<file path="src/rtl/arbitro_rr_param.sv">
`default_nettype none
// ============================================================================
//  Module      : arbitro_rr_param
//  Description : Parametrised NUM_CH-input / NUM_CH-output word router.
//                Each cycle, at most one word is popped from a non-empty input
//                FIFO whose destination output FIFO is not almost-full. The
//                word is registered and pushed to its destination on the next
//                cycle. Arbitration is either fixed priority or round-robin.
//                A status FSM and a wrapping transfer counter are included.
//  Revision    : 1.0 - initial release
// ============================================================================
module arbitro_rr_param #(
    parameter int NUM_CH  = 4,
    parameter int DATA_W  = 10,
    parameter int DEST_W  = 2,
    parameter int RR_MODE = 1,
    parameter int CNT_W   = 16
) (
    input  logic                     clk,
    input  logic                     reset_L,
    input  logic [NUM_CH-1:0]        empty,
    input  logic [NUM_CH-1:0]        almostfull,
    input  logic [NUM_CH*DATA_W-1:0] data_in,
    output logic [NUM_CH-1:0]        pop,
    output logic [NUM_CH-1:0]        push,
    output logic [DATA_W-1:0]        data_out,
    output logic [1:0]               state,
    output logic [CNT_W-1:0]         xfer_cnt
);

    typedef enum logic [1:0] {
        ST_IDLE    = 2'd0,
        ST_ACTIVE  = 2'd1,
        ST_BLOCKED = 2'd2
    } state_t;

    // ------------------------------------------------------------------
    // Per-channel head decode and eligibility
    // ------------------------------------------------------------------
    logic [DATA_W-1:0] w_word [NUM_CH];
    logic [DEST_W-1:0] w_dest [NUM_CH];
    logic [NUM_CH-1:0] w_elig;

    generate
        for (genvar gi = 0; gi < NUM_CH; gi++) begin : g_elig
            assign w_word[gi] = data_in[gi*DATA_W +: DATA_W];
            assign w_dest[gi] = w_word[gi][DATA_W-1 -: DEST_W];
            // Only the head's own destination can block this channel.
            assign w_elig[gi] = !empty[gi] && !almostfull[w_dest[gi]];
        end
    endgenerate

    // ------------------------------------------------------------------
    // Registered state
    // ------------------------------------------------------------------
    state_t              state_q, state_d;
    logic [DEST_W-1:0]   rr_ptr_q, rr_ptr_d;
    logic [NUM_CH-1:0]   push_q, push_d;
    logic [DATA_W-1:0]   data_q, data_d;
    logic [CNT_W-1:0]    cnt_q, cnt_d;

    // ------------------------------------------------------------------
    // Grant selection
    // ------------------------------------------------------------------
    logic [DEST_W-1:0]   w_start;
    logic [DEST_W-1:0]   w_scan;
    logic                w_gnt_vld;
    logic [DEST_W-1:0]   w_gnt_idx;
    logic [DATA_W-1:0]   w_gnt_word;

    // Fixed priority is a round-robin scan that always starts at channel 0.
    assign w_start = (RR_MODE != 0) ? rr_ptr_q : '0;

    // Scan channels from the start index upward (modulo NUM_CH); first eligible wins.
    always_comb begin
        w_gnt_vld = 1'b0;
        w_gnt_idx = '0;
        w_scan    = '0;
        for (int k = 0; k < NUM_CH; k++) begin
            // NUM_CH is a power of two, so the DEST_W-bit add wraps naturally.
            w_scan = w_start + DEST_W'(k);
            if (!w_gnt_vld && w_elig[w_scan]) begin
                w_gnt_vld = 1'b1;
                w_gnt_idx = w_scan;
            end
        end
    end

    assign w_gnt_word = w_word[w_gnt_idx];

    // One-hot read enable; forced low while reset is held so FIFOs see no pops.
    always_comb begin
        pop = '0;
        if (reset_L && w_gnt_vld) begin
            pop[w_gnt_idx] = 1'b1;
        end
    end

    // ------------------------------------------------------------------
    // Pipeline next-state: registered word, destination push, pointer, counter
    // ------------------------------------------------------------------
    // Compute the values loaded at the edge that completes a pop.
    always_comb begin
        push_d   = '0;
        data_d   = data_q;
        rr_ptr_d = rr_ptr_q;
        cnt_d    = cnt_q;
        if (w_gnt_vld) begin
            push_d[w_dest[w_gnt_idx]] = 1'b1;
            data_d   = w_gnt_word;
            rr_ptr_d = w_gnt_idx + DEST_W'(1);
            // The counter advances together with push so that it already
            // includes the word being presented on the output.
            cnt_d    = cnt_q + CNT_W'(1);
        end
    end

    // Datapath registers; reset discards any word in flight.
    always_ff @(posedge clk or negedge reset_L) begin
        if (!reset_L) begin
            push_q   <= '0;
            data_q   <= '0;
            rr_ptr_q <= '0;
            cnt_q    <= '0;
        end else begin
            push_q   <= push_d;
            data_q   <= data_d;
            rr_ptr_q <= rr_ptr_d;
            cnt_q    <= cnt_d;
        end
    end

    // ------------------------------------------------------------------
    // Status FSM
    // ------------------------------------------------------------------
    // Next state depends only on this cycle's inputs; every transition is legal.
    always_comb begin
        state_d = state_q;
        if (w_gnt_vld) begin
            state_d = ST_ACTIVE;
        end else if (!(&empty)) begin
            state_d = ST_BLOCKED;
        end else begin
            state_d = ST_IDLE;
        end
    end

    // FSM state register.
    always_ff @(posedge clk or negedge reset_L) begin
        if (!reset_L) begin
            state_q <= ST_IDLE;
        end else begin
            state_q <= state_d;
        end
    end

    assign push     = push_q;
    assign data_out = data_q;
    assign state    = state_q;
    assign xfer_cnt = cnt_q;

endmodule
`default_nettype wire

</file>
<file path="config.mk">
export PLATFORM = sky130hd
export DESIGN_NAME = arbitro_rr_param
export DESIGN_NICKNAME = d
export VERILOG_FILES = /design/src/rtl/arbitro_rr_param.sv
export SDC_FILE = /design/constraint.sdc
export NUM_CORES = 1
export LEC_CHECK = 0
export CORE_MARGIN = 3
export CORE_UTILIZATION = 47
export CTS_BUF_LIST = sky130_fd_sc_hd__clkbuf_16
export DETAILED_ROUTE_END_ITERATION = 8
export PLACE_DENSITY = 0.88
export SYNTH_ARGS = -nofsm -noshare
export SYNTH_HDL_FRONTEND = slang
export SYNTH_SLANG_ARGS = --single-unit
export TNS_END_PERCENT = 50
</file>
<file path="constraint.sdc">
create_clock -name clk -period 5 [get_ports clk]
set_input_delay 1 -clock clk [delete_from_list [all_inputs] [get_ports clk]]
set_output_delay 1 -clock clk [all_outputs]
set_load 0.01 [all_outputs]
</file>
# --- Word-level counts from Yosys, hierarchy flattened ---
# Index checks and enable logic that the tools add are counted.
classes:
  add_sub_neg: 5
  n_lt_le_gt_ge: 13
  muxes: 38
  bitwise_logic: 1
  n_reduce_logical: 22
op_table:
  columns: ["cell", "n"]
  rows:
  - ["less-than comparator 2 x 3 -> 1 bit (second input constant)", 10]
  - ["binary-select mux 10 bit (select 2 bit)", 1]
  - ["two-way mux 10 bit", 2]
  - ["adder 16 x 1 -> 16 bit (second input constant)", 1]
  - ["binary-select mux 1 bit (select 2 bit)", 8]
  - ["two-way mux 2 bit", 8]
  - ["two-way mux 1 bit", 14]
  - ["logical NOT 1 bit", 11]
  - ["logical AND 1 bit", 10]
  - ["two-way mux 4 bit", 2]
  - ["adder 2 x 1 -> 2 bit (second input constant)", 2]
  - ["adder 2 bit (second input constant)", 2]
  - ["binary-select mux 2 bit (select 2 bit)", 1]
  - ["demux 1 bit (select 2 bit)", 2]
  - [">= comparator 2 x 1 -> 1 bit (second input constant)", 2]
  - ["AND reduction 4 bit", 1]
  - [">= comparator 3 bit (second input constant)", 1]
  - ["NOT 2 -> 3 bit", 1]
totals:
  reg_bits: 34
  in_bits: 50
  output_inout_bits: 36
  wordCells: 84

# --- Longest topological paths before layout ---
logic_depth:
  ltp_word: 25
  mapped_depth: 10
  depth_no_buf: 7

# --- Worst setup path before layout ---
# OpenSTA, ideal clock, no wires.
synth_path:
  path_type: "input to output"
  startpoint: "in data_in[18]"
  endpoint: "out pop[2]"
  t_arrival_ns: 2.795
  slack_ns: 1.205
  stages: 8
  path_buffers: 2
  path_cell_list: "mux4_2 > or2_1 > a21o_2 > and3_1 > buf_6 > buf_2 > ha_1 > and3_1"
synth_between:
  elab_chain_cells: 21
  word_cells_on_any_way: 33
  classes_between: "2 x order compare; 21 x mux; 10 x reduce/logical"
synth_lines:
  columns: ["item", "line_no", "text"]
  rows:
  - ["start, declared", "23", "input logic [NUM_CH*DATA_W-1:0] data_in,"]
  - ["binary-select mux 1 bit (select 2 bit) *", "49", "assign w_elig[gi] = !empty[gi] && !almostfull[w_dest[gi]];"]
  - ["two-way mux 1 bit (implied by the code) *", "49", null]
  - ["logical NOT 1 bit *", "49", null]
  - ["logical AND 1 bit *", "49", null]
  - ["binary-select mux 1 bit (select 2 bit)", "82", "if (!w_gnt_vld && w_elig[w_scan]) begin"]
  - ["two-way mux 1 bit (implied by the code)", "82", null]
  - ["two-way mux 1 bit", "82", null]
  - ["logical NOT 1 bit", "82", null]
  - ["[... 5 more ...]", null, null]
  - ["logical NOT 1 bit", "82", null]
  - ["logical AND 1 bit", "82", null]
  - ["two-way mux 2 bit", "82", null]
  - ["less-than comparator 2 x 3 -> 1 bit (implied by the code) / >= comparator 2 x 1 -> 1 bit (equally long branches)", "95", "pop[w_gnt_idx] = 1'b1;"]
  - ["logical AND 1 bit (implied by the code)", "95", null]
  - ["two-way mux 1 bit (implied by the code)", "95", null]
  - ["demux 1 bit (select 2 bit)", "95", null]
  - ["two-way mux 4 bit *", "94", "if (reset_L && w_gnt_vld) begin"]
  - ["end, declared", "24", "output logic [NUM_CH-1:0] pop,"]
# Every way passes the cells marked *; elsewhere a longest branch is shown, timed or not. The select of a mux whose other input is x is not followed.

# --- Final worst setup path ---
layout_path:
  startpoint: "in data_in[38]"
  endpoint: "out pop[0]"
# The elaborated chain is that of the path after synthesis.

==> summary.txt <==
Run status
  – Outcome: finished clean

Place
  – Routability-driven placement congestion ratio: 0.9266
  – IO Port Bufs: 85
  – DP HPWL: approximately 4.6 mm
  – Post-Place Setup Slack: 0.1862 ns

Synthesis
  – Unique masters post-synth: 45
  – Compound-Gate Fraction of Synth Area: 18.50%
  – Yosys warns: 0
  – Synthesis-stage register bit count: 34
  – Proportion of synthesized chip area in sequential cells: slightly below 40%
  – Multiplexer fraction of the synthesized cell area: under 10%
  – Syn nets: around 270
  – Simple-gate portion of the synthesized area: 18.84%
  – Number of synthesized flops with an enable pin: 0
  – Area share of xor/xnor cells in the synthesized design: 6.069%
  – Cell count after synthesis: around 210
  – Most instantiated flip-flop cell in the synthesis netlist: sky130_fd_sc_hd__dfrtp_1
  – Post-synthesis async set-or-reset flop share: 100.0%
  – Post-Synthesis Cell Area: around 2200 um^2
  – Combinational family with the most area after synthesis: simple AND/OR/NAND/NOR gates
  – Post-Syn Area per Cell: 10.21 um^2
  – Arithmetic-cell share of the synthesized area counting full adders, half adders and majority gates: just under 3%

Power
  – Worst-case vdd ir drop: 0.2918 mV
  – Total power draw: 1421 uW
  – Pwr/cell area: 441.0 nW/um^2
  – Leakage power: 0.001290 uW

Floorplanning
  – Die Ht: between 70 and 80 um
  – Area of the core: 4414 um^2
  – Die area: 5456 um^2
  – Number of top-level design ports: 86
  – Die outline width: between 70 and 80 um
  – FP Rows: 24
  – Starting utilization of the core area: between 40% and 50%

Detailed routing
  – TritonRoute pass-1 iters: 4
  – Total via count after detailed routing: 2083
  – Average wire length per cell after detail routing: ~17 um
  – First DRT Iteration DRCs: 121
  – Post-detailed-routing wire length: roughly 6.0 mm
  – Antenna Nets Post-Route: 0
  – Ratio of routed vias to standard cells: 5.818
  – Number of DRC violations after detailed routing: 0

STA
  – Setup violations, final: 0
  – Max-slew violation count: 0
  – Final critical delay including setup and external delays: between 4 and 5 ns
  – Final Worst Setup Slack: 0.1342 ns
  – Slew HR: approximately three fifths
  – Worst-margin pin slew: 0.6115 ns
  – Skew final: 0.003766 ns
  – RSZ-0062 raised after global routing: false
  – Number of hold-slack violations in the final timing report: 0
  – Final cycle utilization of the critical path: between 90 and 100%
  – Peak clock frequency supported by timing: between 200 and 250 MHz
  – Total negative slack: 0 ns

Critical path
  – Crit path cell chain: clkdlybuf4s50_1 > mux4_2 > o21ai_0 > a21o_2 > and3_1 > clkinv_4 > ha_1 > and3_1 > clkdlybuf4s50_1
  – Data required time at the worst endpoint: 4.00 ns
  – Data arrival at the endpoint of the critical path: 3.87 ns
  – Worst-path cell with the longest stage delay: sky130_fd_sc_hd__clkdlybuf4s50_1
  – Worst Setup End Kind: output pin
  – Worst-path maximum fanout: 8
  – Maximum cell stage delay along the critical path: 0.59 ns
  – Startpoint Class: primary input
  – Worst setup path category: primary input to output pin

Global route
  – Number of antenna violations at the first check in global routing: 0
  – Total overflow reported by the global router: 0
  – Maximum number of pins on one net before global-route repair: 29
  – Vias in the first global route: roughly 2100
  – Wire length of the first global-routing pass: 9.804 mm
  – GRT Total Usage: between 20% and 30%

Clock tree
  – Clk sink count: 34
  – Level count of the clock H-tree: 2
  – TritonCTS clock tree: yes
  – TritonCTS buffer count: 5
  – Clock slew at reported path FFs: 0.05 ns
  – Hold-fix buffers, CTS: 0
  – Maximum root-to-sink buffer count: 2
  – Setup bufs post-CTS: 0
  – Number of gates given a new drive strength after cts: 0
  – Buffer cell driving the clock tree root: sky130_fd_sc_hd__clkbuf_16
  – Clock latency on the worst-skew pair: 0.28 ns

Min path
  – Class of the tightest hold or removal check: register to register

Cells and area
  – Post-layout nets: between 300 and 400
  – Diode count: 0
  – Proportion of layout cells with a drive suffix above 1: 11.11%
  – Signed area change from the synthesized netlist to the final layout: 48.90%

Flow run
  – Max-cap violations: 0
==> flip-flops by register name, summed over array words and instances (netlist names) <==
register	cells
rr_ptr_q	2
data_out	10
state	2
xfer_cnt	16
push	4
==> synthesized netlist by cell type (2+ instances only) <==
cell	instances	share of area, %
sky130_fd_sc_hd__ha_1	5	2.9
sky130_fd_sc_hd__nor3_1	3	0.69
sky130_fd_sc_hd__and3_1	5	1.4
sky130_fd_sc_hd__clkbuf_1	2	0.35
sky130_fd_sc_hd__mux2i_1	12	5.5
sky130_fd_sc_hd__xor2_1	5	2.0
sky130_fd_sc_hd__nor3b_1	9	3.1
sky130_fd_sc_hd__nand3_1	10	2.3
sky130_fd_sc_hd__nand2_1	11	1.9
sky130_fd_sc_hd__or2_2	2	0.58
sky130_fd_sc_hd__inv_1	10	1.7
sky130_fd_sc_hd__mux4_2	3	3.1
sky130_fd_sc_hd__dfrtp_1	34	39
sky130_fd_sc_hd__nand4_1	3	0.87
sky130_fd_sc_hd__nand3b_1	2	0.69
sky130_fd_sc_hd__buf_8	2	1.4
sky130_fd_sc_hd__clkinv_4	2	0.81
sky130_fd_sc_hd__buf_2	4	0.92
sky130_fd_sc_hd__a311oi_1	12	4.9
sky130_fd_sc_hd__o21ai_0	3	0.69
sky130_fd_sc_hd__xnor2_1	10	4.0
sky130_fd_sc_hd__a211oi_1	20	6.9
sky130_fd_sc_hd__a31oi_1	2	0.58
sky130_fd_sc_hd__nor2_1	20	3.5
==> layer usage <==
layer	vias to the layer above	wire, um	track usage [%]
met5	-	0	0
met3	14	379	5.335
met4	0	76	5.231
met2	86	3230	40.65
li1	982	-	-
met1	1001	2333	28.72
==> metrics by stage <==
step | instances | hold slack [ns] | utilization [%] | instance area, um^2
after floorplan | 212 | 0.5039 | - | 2165
after global placement | 350 | 0.4585 | 69.81 | 3082
after detailed placement | 350 | 0.4637 | 69.81 | 3082
after CTS | 358 | 0.4922 | 73.02 | 3223
after global routing | 358 | 0.5022 | 73.02 | 3223
final | 358 | 0.4773 | 73.02 | 3223
==> logic make-up after synthesis <==
group           count (synthesis)
mux                            15
simple gates                   74
xor+xnor                       15
buf+inv                        21
compound gates                 48
flops                          34
fa+ha+maj                       5
==> critical path: cells and delay by family <==
family	cells	cell delay, ns
buf+inv	3	1.22
mux	1	0.58
simple gates	2	0.50
compound gates	2	0.35
fa+ha+maj	1	0.21
==> cell type report <==
cell class | count | area [um^2]
Fill cell | 308 | 1191
Multi-Input combinational cell | 157 | 1190
Timing Repair Buffer | 95 | 920.9
Inverter | 12 | 55.05
Tap cell | 52 | 65.06
Clock inverter | 3 | 16.27
Sequential cell | 34 | 850.8
Clock buffer | 5 | 125.1
==> where the power goes <==
| part | total [uW] | switching [uW] | internal (uW) |
|---|---|---|---|
| clock network | 296 | 114 | 182 |
| logic | 663 | 311 | 351 |
| registers | 463 | 91.4 | 372 |
==> cell usage in the layout (no fill, tap or decap), drive strengths merged, types with 2 or more instances in the layout <==
cell type	Yosys	final
a211oi	20	20
a21oi	2	2
a311oi	12	12
a31oi	2	2
and3	5	5
buf	7	11
clkbuf	2	5
clkdlybuf4s50	0	84
clkinv	2	4
dfrtp	34	34
ha	5	5
inv	10	10
mux2i	12	12
mux4	3	3
nand2	11	11
nand3	10	10
nand3b	2	2
nand4	3	3
nor2	21	21
nor3	4	4
nor3b	9	9
o21ai	3	3
or2	3	3
or3	2	2
xnor2	10	10
xor2	5	5
==> path summary, 6_finish.rpt <==
| kind | start | endpoint | slack [ns] | cells after the start |
|---|---|---|---|---|
| setup / recovery | data_in[38] | pop[0] | 0.13 | 9 |
| hold / removal | xfer_cnt[15] | xfer_cnt[15] | 0.48 | 1 |
| setup reg to reg | rr_ptr_q[1] | push[0] | 2.41 | 8 |
| hold reg to reg | xfer_cnt[15] | xfer_cnt[15] | 0.48 | 1 |
| max in group asynchronous | reset_L | xfer_cnt[15] | 3.80 | 2 |
| min in group asynchronous | reset_L | push[2] | 0.57 | 1 |
No activity file was read; power rests on OpenSTA's default activity.
